$ cat src/rtl/aes_ctr_xor.sv
// AES-CTR front end: builds {nonce,ctr} blocks for an external LAT-deep AES pipe and XORs the keystream into a FWFT output FIFO.
// Latency LAT+1 cycles from acceptance to ct_valid; credit-based pt_ready never stalls the pipe. Optional macro: AES_CTR_XOR_WRAP_ERR_EN.

module aes_ctr_xor_fifo #(
    parameter int WIDTH = 128,
    parameter int DEPTH = 16
) (
    input  logic             clk,
    input  logic             rst_n,
    input  logic             wrVld,
    input  logic [WIDTH-1:0] wrDat,
    output logic             rdVld,
    input  logic             rdRdy,
    output logic [WIDTH-1:0] rdDat
);
    localparam int AW = $clog2(DEPTH);
    localparam int CW = $clog2(DEPTH + 1);

    logic [WIDTH-1:0] mem [DEPTH];
    logic [AW-1:0]    wrPtr;
    logic [AW-1:0]    rdPtr;
    logic [CW-1:0]    count;
    logic             push;
    logic             pop;
    logic             full;

    function automatic logic [AW-1:0] nextPtr(input logic [AW-1:0] p);
        return (p == AW'(DEPTH - 1)) ? '0 : p + AW'(1);
    endfunction

    assign rdVld = (count != '0);
    assign full  = (count == CW'(DEPTH));
    assign pop   = rdVld && rdRdy;
    // A write into a full FIFO is only legal alongside a pop of the head.
    assign push  = wrVld && (!full || pop);
    assign rdDat = mem[rdPtr];

    always_ff @(posedge clk or negedge rst_n) begin
        if (!rst_n) begin
            wrPtr <= '0;
            rdPtr <= '0;
            count <= '0;
        end else begin
            if (push) wrPtr <= nextPtr(wrPtr);
            if (pop)  rdPtr <= nextPtr(rdPtr);
            if (push && !pop)
                count <= count + CW'(1);
            else if (!push && pop)
                count <= count - CW'(1);
        end
    end

    always_ff @(posedge clk) begin
        if (push) mem[wrPtr] <= wrDat;
    end
endmodule

module aes_ctr_xor #(
    parameter int LAT        = 11,
    parameter int FIFO_DEPTH = 16
) (
    input  logic         clk,
    input  logic         rst_n,
    input  logic [95:0]  nonce_in,
    input  logic         ctr_load,
    input  logic [31:0]  ctr_init,
    input  logic         pt_valid,
    output logic         pt_ready,
    input  logic [127:0] pt_data,
    output logic [127:0] aes_in,
    input  logic [127:0] aes_out,
    output logic         ct_valid,
    input  logic         ct_ready,
    output logic [127:0] ct_data
`ifdef AES_CTR_XOR_WRAP_ERR_EN
    ,
    output logic         ctr_wrap
`endif
);
    localparam int CW = $clog2(FIFO_DEPTH + 1);

    logic [95:0]  nonceReg;
    logic [95:0]  nonceSel;
    logic [31:0]  ctrReg;
    logic [31:0]  ctrSel;
    logic         accept;
    logic         hasCredit;
    logic         ctPop;
    logic [CW-1:0] creditUsed;
    logic [LAT-1:0] validPipe;
    logic [127:0] dataPipe [LAT];
    logic         fifoWr;
    logic [127:0] fifoWrDat;

    assign nonceSel = ctr_load ? nonce_in : nonceReg;
    assign ctrSel   = ctr_load ? ctr_init : ctrReg;
    assign aes_in   = {nonceSel, ctrSel};

    // Credits cover both the blocks inside the AES pipe and those parked in the FIFO.
    assign hasCredit = (creditUsed < CW'(FIFO_DEPTH));
    assign accept    = pt_valid && pt_ready;
    assign ctPop     = ct_valid && ct_ready;

`ifdef AES_CTR_XOR_WRAP_ERR_EN
    assign pt_ready = hasCredit && (!ctr_wrap || ctr_load);

    // A block that used counter FFFFFFFF wins over a clearing load in the same cycle.
    always_ff @(posedge clk or negedge rst_n) begin
        if (!rst_n)
            ctr_wrap <= 1'b0;
        else if (accept && (ctrSel == 32'hFFFF_FFFF))
            ctr_wrap <= 1'b1;
        else if (ctr_load)
            ctr_wrap <= 1'b0;
    end
`else
    assign pt_ready = hasCredit;
`endif

    always_ff @(posedge clk or negedge rst_n) begin
        if (!rst_n) begin
            nonceReg   <= '0;
            ctrReg     <= '0;
            creditUsed <= '0;
        end else begin
            if (ctr_load)
                nonceReg <= nonce_in;
            if (accept)
                ctrReg <= ctrSel + 32'd1;
            else if (ctr_load)
                ctrReg <= ctr_init;
            if (accept && !ctPop)
                creditUsed <= creditUsed + CW'(1);
            else if (!accept && ctPop)
                creditUsed <= creditUsed - CW'(1);
        end
    end

    // Valid bits track the AES pipe stage by stage so stale blocks vanish on reset.
    always_ff @(posedge clk or negedge rst_n) begin
        if (!rst_n) begin
            validPipe <= '0;
        end else begin
            validPipe[0] <= accept;
            for (int i = 1; i < LAT; i++)
                validPipe[i] <= validPipe[i-1];
        end
    end

    always_ff @(posedge clk) begin
        dataPipe[0] <= pt_data;
        for (int i = 1; i < LAT; i++)
            dataPipe[i] <= dataPipe[i-1];
    end

    assign fifoWr    = validPipe[LAT-1];
    assign fifoWrDat = aes_out ^ dataPipe[LAT-1];

    aes_ctr_xor_fifo #(
        .WIDTH (128),
        .DEPTH (FIFO_DEPTH)
    ) u_fifo (
        .clk   (clk),
        .rst_n (rst_n),
        .wrVld (fifoWr),
        .wrDat (fifoWrDat),
        .rdVld (ct_valid),
        .rdRdy (ct_ready),
        .rdDat (ct_data)
    );
endmodule

$ cat config.mk
export PLATFORM = sky130hd
export DESIGN_NAME = aes_ctr_xor
export DESIGN_NICKNAME = d
export VERILOG_FILES = /design/src/rtl/aes_ctr_xor.sv
export SDC_FILE = /design/constraint.sdc
export NUM_CORES = 2
export LEC_CHECK = 0
export BUFFER_PORTS_ARGS = -buffer_cell sky130_fd_sc_hd__buf_2
export CAP_MARGIN = 10
export CELL_PAD_IN_SITES_DETAIL_PLACEMENT = 1
export CELL_PAD_IN_SITES_GLOBAL_PLACEMENT = 2
export CORE_UTILIZATION = 35
export DETAILED_ROUTE_END_ITERATION = 7
export GPL_ROUTABILITY_DRIVEN = 0
export PLACE_DENSITY = 0.7
export SYNTH_ARGS = -nofsm -noshare
export SYNTH_HDL_FRONTEND = slang
export SYNTH_SLANG_ARGS = --single-unit
$ cat constraint.sdc
create_clock -name clk -period 23.8 [get_ports clk]
set_input_delay 4.76 -clock clk [delete_from_list [all_inputs] [get_ports clk]]
set_output_delay 4.76 -clock clk [all_outputs]
set_load 0.01 [all_outputs]
==> metrics.md <==
| Metric | Value |
|---|---|
| Cell Chain, Critical Path | buf_6, buf_4, mux2i_1, inv_1, buf_2 |
| First-pass GRT wire length | 366,100 um |
| Clock Path Buffers | 4 |
| Vias in the first global route | 53,920 |
| CP startpoint | ctr_load |
| R2R Setup Slk | 19.78 ns |
| Slowest cell on the critical path | buf_4 |
| DR pass1 iterations | 4 |
| CP Capture Point | aes_in[21] |
| Startpoint Class | input port |
| CP Data Required Time | 19.04 ns |
| Drt initial violations | 3,386 |
| CTS Hold Bufs | 0 |
| Final hold vios | 0 |
| Netlist cell types | 53 |
| Mean Syn Cell Area | 22.98 um^2 |
| Fin cells | 10,520 |
| Seq/Total Area, Yosys | 82.79% |
| Post-layout minimum cycle time | 11.91 ns |
| Nets | 6,292 |
| Die X | 570.4 um |
| Drt drc | 0 |
| RR Startpoint | u_fifo.count[0] |
| Buf/Inv on CP | 4 |
| Clock-pin transition on the worst setup and hold timing paths | 0.06 ns |
| Fin Setup TNS | 0 ns |
| Slew Viols, Final | 0 |
| RR Endpoint | u_fifo.mem[2][44] |
| Area grow syn2layout | 19.11% |
| Root Buffer Master | clkbuf_16 |
| Commonest non-fill, non-tap cells in the layout | edfxtp_1, dfxtp_1, buf_2, mux4_2, clkbuf_16 |
| Hold WC Path Type | register to register |
| Grt ovf | 0 |
| Clock Skews | 0.05196 ns |
| DR vias/cell | 4.714 |
| Busiest grt layer | met2 |
| Crit path max fanout | 85 |
| Max incr delay on CP | 0.90 ns |
| IO Pins | 647 |
| Grt met3 use | 3.292% |
| M2 GR Usage | 26.03% |
| Initial Utilization | 35.21% |
| Commonest non-fill, non-tap cell in the layout | edfxtp_1 |
| Post-CTS setup buffers | 0 |
| Synth area leaders | edfxtp_1, dfxtp_1, mux4_2 |
| Endpoint class of the critical path | primary output |
| Share of cells above drive strength 1 | 34.69% |
| Cell count after synthesis | 4,921 |
| Die Span Y | 570.4 um |
| Maximum vdd ir drop | 0.07863 mV |
| RSZ-0062 raised after global routing | no |
| Num CTS Buffers | 369 |
| Routed via count | 49,590 |
| Status | finished clean |
| H-tree Lvls | 5 |
| Hpwl dp | 141,700 um |
| Clock sink count | 3,613 |
| Initial antenna violation count | 42 |
| Hold_ws | 0.2836 ns |
| WL final | 253,200 um |
| Synth Warn # | 0 |
| CP Depth | 5 |
| Port Buffers | 646 |
| Met1 global-route usage | 19.83% |
| WL/cell | 24.07 um |
| Synthesized area | 113,100 um^2 |
| Max-cap viol count | 0 |
| PD cells | 119.8 nW/um^2 |
| Synth Register Bits | 3,613 |
| # rows | 208 |
| Max-slew headroom | 15.89% |
| Finished Core Util | 41.94% |
| Actual slew at the worst max-slew pin | 1.257 ns |
| Largest net degree at the start of global routing | 125 |
| Clock Latency Late Sink | 0.95 ns |
| LEAKAGE | 0.04721 uW |
| WS Path Type | input port to primary output |
| Delay-heaviest family, CP | buffers and inverters |
| Finish-stage setup viols | 0 |
| Core area | 321,100 um^2 |
| DIE AREA | 325,300 um^2 |
| Fmax | 83.93 MHz |
| Post-CTS Resized | 0 |
| Tcrit/Tclk final | 50.06% |
| Placed cell count | 9,799 |
| Critical path data arrival time | 7.15 ns |
| Mapped Nets | 5,327 |
| Top-area cell type share of the netlist area | 54.39% |
| CTS tree | yes |
| Cells on worst reg2reg path | 7 |
| Gr usage total | 15.33% |
| Top cell type by total area after synthesis | edfxtp_1 |
| ANT nets after route | 0 |
-- synthesized netlist by cell type (all sizes together) --
cell type / instances
nand4b: 2
a21oi: 6
nor3: 11
a22o: 1
dfrtp: 157
o21a: 3
dfxtp: 1408
fa: 2
nand2: 43
edfxtp: 2048
mux4: 640
xor2: 145
clkbuf: 71
o21ai: 16
or4: 1
a311oi: 1
nor2b: 2
xnor2: 23
or3: 2
nand3: 11
buf: 98
mux2i: 11
nand3b: 3
a211oi: 2
o22ai: 2
nand4: 9
nor4: 7
nand2b: 8
a21o: 3
mux2: 115
ha: 15
nor4b: 1
a31oi: 5
inv: 24
nor3b: 2
a2111oi: 2
nor2: 20
o31a: 1
-- logic make-up after synthesis --
family          Yosys count  share of synthesized area [%]
simple gates            122                         0.6252
compound gates           42                         0.2833
fa+ha+maj                17                         0.2014
flops                  3613                          82.79
mux                     766                          13.99
xor+xnor                168                          1.301
buf+inv                 193                         0.8067
-- state kept, by name, summed over array words and instances (netlist names) --
register and flops:
dataPipe 1408, creditUsed 5, u_fifo.count 5, ctrReg 32
nonceReg 96, validPipe 11, u_fifo.wrPtr 4, u_fifo.mem 2048
u_fifo.rdPtr 4
-- worst min-delay path by stage --
stage	startpoint	end	depth (start not counted)
floorplan	dataPipe[9][0]	dataPipe[10][0]	0
global route	dataPipe[9][7]	dataPipe[10][7]	0
detailed placement	dataPipe[9][109]	dataPipe[10][109]	0
global placement	dataPipe[2][97]	dataPipe[3][97]	0
CTS	dataPipe[9][7]	dataPipe[10][7]	0
finish	dataPipe[9][7]	dataPipe[10][7]	0
-- where the power goes --
group | switching (uW) | internal, uW
clock | 2450 | 3410
combinational | 1680 | 1410
sequential | 141 | 7040
total | 4280 | 11900
-- metal layers --
layer	vias to the layer above	share of wire [%]	routed length (um)
met5	-	0.088	223
met4	40	2.4	6028
met3	408	6.1	15460
met2	1446	50	126200
met1	26470	42	105300
li1	21220	-	-
-- per-stage QoR --
stage | setup WS [ns] | cell area, um^2 | total power [uW]
2_1_floorplan | 9.074 | 113100 | 9335
6_report | 11.89 | 134700 | 16130
5_1_grt | 11.71 | 134600 | 16790
4_1_cts | 11.87 | 134400 | 16420
3_3_place_gp | 12.00 | 121800 | 10450
3_5_place_dp | 11.86 | 121800 | 10510
-- area by class of cell --
cell class                 instances  area [um^2]
antenna                           15        37.54
clock buffer                     525        10880
clock inverter                   160         1759
fill                           30220       186500
inverter                          24        90.09
multi-input combinational       1115        18660
sequential                      3613        93630
tap                             4305         5386
timing repair buffer             763         4238
(Power assumes the default switching activity.)
